===== config.mk =====
export PLATFORM = sky130hd
export DESIGN_NAME = dm_arbiter
export DESIGN_NICKNAME = d
export VERILOG_FILES = /design/src/rtl/dm_pkg.sv /design/src/rtl/dm_arbiter_rr_arb2.sv /design/src/rtl/dm_arbiter.sv
export SDC_FILE = /design/constraint.sdc
export NUM_CORES = 1
export LEC_CHECK = 0
export ABC_AREA = 0
export CAP_MARGIN = 15
export CORE_AREA = 3 3 118 148
export CTS_CLUSTER_SIZE = 25
export DETAILED_ROUTE_END_ITERATION = 16
export DIE_AREA = 0 0 121 151
export GPL_TIMING_DRIVEN = 0
export PLACE_DENSITY_LB_ADDON = 0.1
export SLEW_MARGIN = 20
export SYNTH_ARGS = -nofsm -noshare
export SYNTH_HDL_FRONTEND = slang
export SYNTH_SLANG_ARGS = --single-unit
export TNS_END_PERCENT = 100

===== constraint.sdc =====
create_clock -name CLK -period 1.7 [get_ports CLK]
set_input_delay 0.255 -clock CLK [delete_from_list [all_inputs] [get_ports CLK]]
set_output_delay 0.255 -clock CLK [all_outputs]
set_load 0.02 [all_outputs]

===== src/rtl/dm_pkg.sv =====
// dm_pkg: shared types and constants for the data-memory arbiter.
// State encoding, access bundle, word-index macro, default depth.
`define DM_WIDX(a) a[11:2]

package dm_pkg;

  typedef enum logic [1:0] {
    ST_IDLE = 2'd0,
    ST_BUSY = 2'd1,
    ST_RESP = 2'd2
  } dm_state_e;

  localparam int DM_WORDS_DEF = 1024;

  typedef struct packed {
    logic        owner;
    logic        we;
    logic        err;
    logic [31:0] addr;
    logic [31:0] wdata;
  } dm_acc_t;

endpackage


===== src/rtl/dm_arbiter_rr_arb2.sv =====
// rr_arb2: two-way round-robin grant with a priority pointer.
// Ports: CLK, Reset, req_i[1:0], en_i, valid_o, sel_o.
module rr_arb2
  import dm_pkg::*;
(
  input  logic       CLK,
  input  logic       Reset,
  input  logic [1:0] req_i,
  input  logic       en_i,
  output logic       valid_o,
  output logic       sel_o
);

  // ptr_q = 1 means requester 1 wins a tie
  logic ptr_q, ptr_d;

  assign valid_o = |req_i;

  always_comb begin
    sel_o = 1'b0;
    unique case (req_i)
      2'b10:   sel_o = 1'b1;
      2'b11:   sel_o = ptr_q;
      default: sel_o = 1'b0;
    endcase
  end

  // pointer only moves when a tie is resolved
  always_comb begin
    ptr_d = ptr_q;
    if (en_i && (&req_i))
      ptr_d = ~ptr_q;
  end

  always_ff @(posedge CLK or negedge Reset) begin
    if (!Reset) ptr_q <= 1'b0;
    else        ptr_q <= ptr_d;
  end

endmodule


===== src/rtl/dm_arbiter.sv =====
// dm_arbiter: two-requester arbiter/sequencer for the data memory.
// Ports: m0_* (CPU), m1_* (bridge), dm_* (memory side), CLK, Reset.
module dm_arbiter
  import dm_pkg::*;
#(
  parameter int ACCESS_LAT = 1,
  parameter int DM_WORDS   = DM_WORDS_DEF
) (
  input  logic        CLK,
  input  logic        Reset,
  input  logic        m0_req,
  input  logic        m0_we,
  input  logic [31:0] m0_addr,
  input  logic [31:0] m0_wdata,
  output logic [31:0] m0_rdata,
  output logic        m0_ack,
  output logic        m0_err,
  output logic        m0_stall,
  input  logic        m1_req,
  input  logic        m1_we,
  input  logic [31:0] m1_addr,
  input  logic [31:0] m1_wdata,
  output logic [31:0] m1_rdata,
  output logic        m1_ack,
  output logic        m1_err,
  output logic [31:0] dm_addr,
  output logic [31:0] dm_wdata,
  output logic        dm_we,
  input  logic [31:0] dm_rdata
);

  // ACCESS_LAT is 1..15, so the countdown fits in 4 bits
  localparam logic [3:0] CNT_LOAD = 4'(ACCESS_LAT - 1);

  dm_state_e   state_q, state_d;
  logic [3:0]  cnt_q, cnt_d;
  dm_acc_t     acc_q, acc_d;
  logic [31:0] rd0_q, rd0_d;
  logic [31:0] rd1_q, rd1_d;

  logic        idle;
  logic        gnt_v;
  logic        gnt_sel;
  logic        grant;
  logic        last;
  logic [31:0] sel_addr;

  assign idle     = (state_q == ST_IDLE);
  assign grant    = idle && gnt_v;
  assign last     = (state_q == ST_BUSY) && (cnt_q == 4'd0);
  assign sel_addr = gnt_sel ? m1_addr : m0_addr;

  rr_arb2 u_arb (
    .CLK     (CLK),
    .Reset   (Reset),
    .req_i   ({m1_req, m0_req}),
    .en_i    (idle),
    .valid_o (gnt_v),
    .sel_o   (gnt_sel)
  );

  always_ff @(posedge CLK or negedge Reset) begin
    if (!Reset) state_q <= ST_IDLE;
    else        state_q <= state_d;
  end

  always_comb begin
    state_d = state_q;
    unique case (state_q)
      ST_IDLE: if (gnt_v) state_d = ST_BUSY;
      ST_BUSY: if (cnt_q == 4'd0) state_d = ST_RESP;
      ST_RESP: state_d = ST_IDLE;
      default: state_d = ST_IDLE;
    endcase
  end

  always_comb begin
    dm_we    = last && acc_q.we && !acc_q.err;
    m0_ack   = (state_q == ST_RESP) && !acc_q.owner;
    m1_ack   = (state_q == ST_RESP) && acc_q.owner;
    m0_err   = m0_ack && acc_q.err;
    m1_err   = m1_ack && acc_q.err;
    m0_stall = Reset && m0_req && !m0_ack;
    dm_addr  = acc_q.addr;
    dm_wdata = acc_q.wdata;
    m0_rdata = rd0_q;
    m1_rdata = rd1_q;
  end

  always_comb begin
    acc_d = acc_q;
    cnt_d = cnt_q;
    rd0_d = rd0_q;
    rd1_d = rd1_q;
    if (grant) begin
      acc_d.owner = gnt_sel;
      acc_d.we    = gnt_sel ? m1_we : m0_we;
      acc_d.err   = (sel_addr[1:0] != 2'b00) ||
                    ({2'b00, sel_addr[31:2]} >= 32'(DM_WORDS));
      acc_d.addr  = {20'b0, `DM_WIDX(sel_addr), 2'b00};
      acc_d.wdata = gnt_sel ? m1_wdata : m0_wdata;
      cnt_d       = CNT_LOAD;
    end else if ((state_q == ST_BUSY) && (cnt_q != 4'd0)) begin
      cnt_d = cnt_q - 4'd1;
    end
    // rejected reads return zero instead of memory contents
    if (last && !acc_q.we) begin
      if (acc_q.owner) rd1_d = acc_q.err ? 32'd0 : dm_rdata;
      else             rd0_d = acc_q.err ? 32'd0 : dm_rdata;
    end
  end

  always_ff @(posedge CLK or negedge Reset) begin
    if (!Reset) begin
      acc_q <= '0;
      cnt_q <= 4'd0;
      rd0_q <= 32'd0;
      rd1_q <= 32'd0;
    end else begin
      acc_q <= acc_d;
      cnt_q <= cnt_d;
      rd0_q <= rd0_d;
      rd1_q <= rd1_d;
    end
  end

endmodule


# After elaboration in Yosys (flattened, before gate mapping)
# Cells that the tools add are included.
# W data, S select, Z words.
[word_totals]
ff_bits = 116
in_bits = 166
output_inout_bits = 134
word_cells = 58
[classes]
add_sub_neg = 1
n_lt_le_gt_ge = 1
n_eq_ne = 6
n_mux = 10
bitwise_logic = 2
n_reduce_logical = 28
[op_table]
columns = ["op", "n"]
rows = [
  ["$mux W32", 3],
  ["$ge A30 B11 Y1 const B", 1],
  ["$logic_and A1 B1 Y1", 13],
  ["$mux W4", 2],
  ["$reduce_and A2 Y1", 4],
  ["$eq A2 B2 Y1 const B", 3],
  ["$logic_not A1 Y1", 4],
  ["$logic_not A4 Y1", 1],
  ["$mux W2", 2],
  ["$ne A2 B1 Y1 const B", 2],
  ["$pmux W2 S2", 1],
  ["$reduce_bool A2 Y1", 2],
  ["$reduce_bool A4 Y1", 1],
  ["$sub A4 B1 Y4 const B", 1],
  ["$eq A2 B1 Y1 const B", 1],
  ["$logic_not A2 Y1", 1],
  ["$not A1 Y1", 2],
  ["$pmux W1 S2", 1],
  ["$reduce_or A2 Y1", 1],
  ["$logic_or A1 B1 Y1", 1],
  ["$mux W1", 1],
]

# Logic depth before layout (Yosys ltp)
[depth]
word_depth = 5
ltp_mapped = 7
depth_no_buf = 6

# Cells and area by module
# Synthesis repeated with hierarchy kept, for this count alone.
[hier_totals]
hier_cells = 552
area_unflattened_um2 = 5600.4
[modules_own_cells]
columns = ["module", "n_inst", "cells_per_inst", "area_per_inst_um2", "seq_area_each_um2"]
rows = [
  ["dm_arbiter", 1, 546, 5544.1, 2877.8],
  ["rr_arb2", 1, 6, 56.3, 25.0],
]

# Worst setup path before layout
# No wires, ideal clock.
[synth_timing]
path_kind = "register to output"
startpoint = "register acc_q[66] (netlist bit)"
endpoint = "output m0_err"
arrival_time_ps = 1414
required_ps = 1445
slack_ps = 31
path_stages_with_launch = 3
n_path_buf = 0
path_cell_list = "dfrtp_1 -> nor3b_1 -> and2_1"
[synth_between]
elab_chain_cells = 3
[synth_rtl]
columns = ["item", "line_no", "text"]
rows = [
  ["from (decl)", "dm_arbiter.sv:37", "dm_acc_t acc_q, acc_d;"],
  ["from (signal assigned)", "dm_arbiter.sv:115", "acc_q <= '0;"],
  ["from (signal assigned)", "dm_arbiter.sv:120", "acc_q <= acc_d;"],
  ["$logic_not A1 Y1", "dm_arbiter.sv:79", "m0_ack = (state_q == ST_RESP) && !acc_q.owner;"],
  ["$logic_and A1 B1 Y1", "dm_arbiter.sv:79", ""],
  ["named net m0_ack", "dm_arbiter.sv:16", "output logic m0_ack,"],
  ["$logic_and A1 B1 Y1", "dm_arbiter.sv:81", "m0_err = m0_ack && acc_q.err;"],
  ["to (decl)", "dm_arbiter.sv:17", "output logic m0_err,"],
]
# The timed path passes the listed nets, and every way through them passes these cells.

# Final worst setup path
[layout_timing]
startpoint = "register state_q[1]"
endpoint = "output dm_we"
[layout_between]
elab_chain_cells = 4
[layout_rtl]
columns = ["item", "line_no", "text"]
rows = [
  ["from (decl)", "dm_arbiter.sv:35", "dm_state_e state_q, state_d;"],
  ["from (signal assigned)", "dm_arbiter.sv:64", "else state_q <= state_d;"],
  ["$eq A2 B1 Y1", "dm_arbiter.sv:50", "assign last = (state_q == ST_BUSY) && (cnt_q == 4'd0);"],
  ["$logic_and A1 B1 Y1", "dm_arbiter.sv:50", ""],
  ["$logic_and A1 B1 Y1 (2 in a row)", "dm_arbiter.sv:78", "dm_we = last && acc_q.we && !acc_q.err;"],
  ["to (decl)", "dm_arbiter.sv:28", "output logic dm_we,"],
]
# No other way between the ends.

==> qor.yml <==
worst_setup_path:
  cp_num_cells: 4
  cp_slowest_cell: "dfrtp_1"
  worstPathCellList: "and2b_2 -> nand3_4 -> nor3b_2 -> buf_4"
  crit_family: "simple AND/OR/NAND/NOR gates"
  regToRegSetupSlack_ns: -0.03
  worstPathArrival_ns: 1.51
  critPathMaxFanout: 4
  reg2reg_depth: 7
  worstSetupPathType: "flip-flop to primary output"
  end_kind: "primary output"
  worstPathRequired_ns: 1.44
  cp-start-kind: "flip-flop"
  critPathMaxStageDelay_ns: 0.41
  path_buf_inv: 1
die:
  start_util_pct: 35.5
  core_area_um2: 16200
  dieArea_um2: 18300
  ios: 300
  die_y_um: 151
  die_w_um: 121
  rows: 52
sta:
  max_freq_ghz: 0.568
  slew_violations: 0
  fin_crit_sh_pct: 104
  worst_clock_skew_ns: 0.00927
  tightest_slew_ns: 0.595
  setup_viol: 32
  finalHoldViolations: 51
  setup_ws_ns: -0.0618
  layout_min_cycle_time_ns: 1.76
  setup_tns_ns: -0.568
  rsz0062_at_grt: "true"
  slew_headroom_pct: 60.0
  holdWs_ns: -0.243
global_route:
  grt_pass1_vias: 5088
  grt_pass1_wl_um: 27600
  overflow: 0
  antenna_found_initial: 1
  grt_usage_pct: 19.9
  grt_max_degree: 54
clock_network:
  numCtsBuffers: 17
  cts_sinks: 116
  h-tree-depth: 4
  cts_tree: "yes"
  cts_buffer_depth: 2
  path_clk_slew_ns: 0.06
  clk_latency_ns: 0.41
  cts-root-buf: "clkbuf_16"
run_status:
  status: "finished with violations"
  failed_checks: "hold timing, setup timing"
routing:
  via_per_inst: 4.52
  firstDrtPassIters: 4
  first_iter_violations: 190
  drcViolationCount: 0
  num_vias: 4773
  wl_per_cell_um: 17.9
  ant_nets: 0
  wirelength_um: 18900
finish:
  layout.nets: 994
  fin_area_um2: 9970
  drive_above_1_share_pct: 26.3
  area_growth_syn_to_layout_pct: 73.3
  fillers: 1345
  multi_input_area_um2: 2470
  antenna_cells: 0
  final_core_util_pct: 61.5
  regArea_um2: 2910
synthesis:
  avgSynthCellArea_um2: 11.7
  post_synth_inst_count: 490
  yosysWarnings: 0
  synthArstFlopShare_pct: 100
  synth_ff_type: "dfrtp_1"
  ys_types: 37
  ys_seq_elements: 116
  syn_area_um2: 5750
  seq_area_frac_synth_pct: 50.5
  synth_edf_count: 0
place:
  place.gp.congestion: 0.754
  dpl_cell_area_um2: 8900
  dp.final_hpwl_um: 13900
  io_buffers: 277
power_and_ir_drop:
  p_leak_nw: 4.79
  pwr_density_cell_nw_per_um2: 1500
  peakVddDrop_v: 0.000671
min_path:
  min_path_type: "input pin to async pin"
run:
  drv_cap: 0
[what timing repair did]
| item | in CTS | in global routing |
|---|---|---|
| setup buffers | 9 | 5 |
| setup endpoints to repair | 135 | 112 |
| gates cloned | 2 | 3 |
| endpoints found under the hold margin | 51 | 51 |
| pin swaps | 5 | 2 |
| resized for setup | 102 | 52 |
[synth_stat cells, types with 3 or more instances]
library cell    n  share of area (%)
nor2b_1        32                3.5
nand2_1        49                3.2
clkbuf_1       11               0.72
nor2_1          8               0.52
nand3_1         6               0.52
mux2_2         33                6.5
o21ai_0        45                3.9
buf_6           3               0.59
buf_4          72                9.4
inv_1           3               0.20
mux2_4         30                7.8
dfrtp_1       116                 50
mux2i_1        43                7.5
nor4_1          9               0.98
[per-layer routing]
metal  global-route usage, %  wire, um  vias to the layer above
met5                       0        13                        -
met4                    5.78       311                        2
met3                    8.11      1650                       22
met2                    36.1     10100                      197
li1                        -         -                     2253
met1                    21.3      6850                     2299
[through the flow]
step | worst slack [ns] | instances | power [W]
final | -0.0618 | 1056 | 0.0149
after global routing | -0.154 | 1056 | 0.0157
after CTS | -0.0744 | 1048 | 0.0147
after detailed placement | -0.588 | 1005 | 0.0110
after global placement | -4.25 | 1004 | 0.0110
after floorplan | 0.0312 | 511 | 0.00803
[logic make-up (layout without fill, tap and decap cells)]
family	Yosys count	in the layout	synth area share (%)
AO/OA/AOI/OAI	53	53	4.89
XOR/XNOR	3	3	0.457
adder cells (fa/ha/maj)	1	1	0.217
AND/OR/NAND/NOR	118	118	10.9
buffers and inverters	91	420	11.1
multiplexers	107	107	22.0
flip-flops	116	116	50.5
other	1	22	0.0652
[where the power goes]
group          internal, W  total [W]  switching (W)  leakage, nW
combinational      0.00365    0.00695        0.00330         2.98
clock              0.00234    0.00366        0.00132        0.285
sequential         0.00372    0.00430       0.000581         1.52
[worst paths after layout]
path	from	to
worst min-delay path	Reset	m1_rdata[6]$_DFFE_PN0P_
worst max-delay path	state_q[1]$_DFFE_PN0P_	dm_we
max in group asynchronous	Reset	state_q[0]$_DFFE_PN0P_
worst min register to register	u_arb.ptr_q$_DFFE_PN0P_	u_arb.ptr_q$_DFFE_PN0P_
worst max register to register	state_q[1]$_DFFE_PN0P_	m1_rdata[11]$_DFFE_PN0P_
min in group CLK	m0_req	acc_q[66]$_DFFE_PN0P_
[cell type report]
cell class | count | area share (%)
plain buffers | 87 | 7.21
clock inverters | 13 | 1.58
inverters | 4 | 0.176
multi-input cells | 304 | 24.8
clock buffers | 19 | 4.44
flip-flops and latches | 116 | 29.2
well taps | 216 | 2.71
repair buffers | 297 | 29.9
[sequential cells by signal (all words and copies together), names as in the netlist]
register     flops
state_q          2
acc_q            3
dm_addr         10
m0_rdata        32
cnt_q            4
u_arb.ptr_q      1
dm_wdata        32
m1_rdata        32
[layout by cell type, fill, tap and decap left out, types with 2 or more instances in the layout]
| cell | Yosys | layout |
|---|---|---|
| clkdlybuf4s50_1 | 0 | 226 |
| dfrtp_1 | 116 | 113 |
| buf_4 | 72 | 76 |
| mux2_4 | 30 | 61 |
| nand2_1 | 49 | 49 |
| o21ai_0 | 45 | 45 |
| dlygate4sd2_1 | 0 | 42 |
| mux2i_1 | 43 | 41 |
| nor2b_1 | 32 | 32 |
| conb_1 | 1 | 22 |
| clkbuf_16 | 0 | 19 |
| clkbuf_1 | 11 | 10 |
| nor4_1 | 9 | 9 |
| nor2_1 | 8 | 7 |
| buf_8 | 0 | 7 |
| nand3_1 | 6 | 6 |
| buf_6 | 3 | 5 |
| buf_2 | 1 | 4 |
| buf_12 | 0 | 4 |
| clkinvlp_4 | 0 | 4 |
| clkinv_2 | 0 | 4 |
| inv_1 | 3 | 3 |
| mux2_2 | 33 | 3 |
| dfrtp_2 | 0 | 3 |
| bufinv_16 | 0 | 3 |
| and2b_2 | 0 | 2 |
| clkbuf_8 | 0 | 2 |
| xor2_1 | 2 | 2 |
| mux2i_2 | 0 | 2 |
| o2111ai_1 | 2 | 2 |
| buf_16 | 0 | 2 |
| dlymetal6s2s_1 | 0 | 2 |
(Power assumes the default switching activity.)
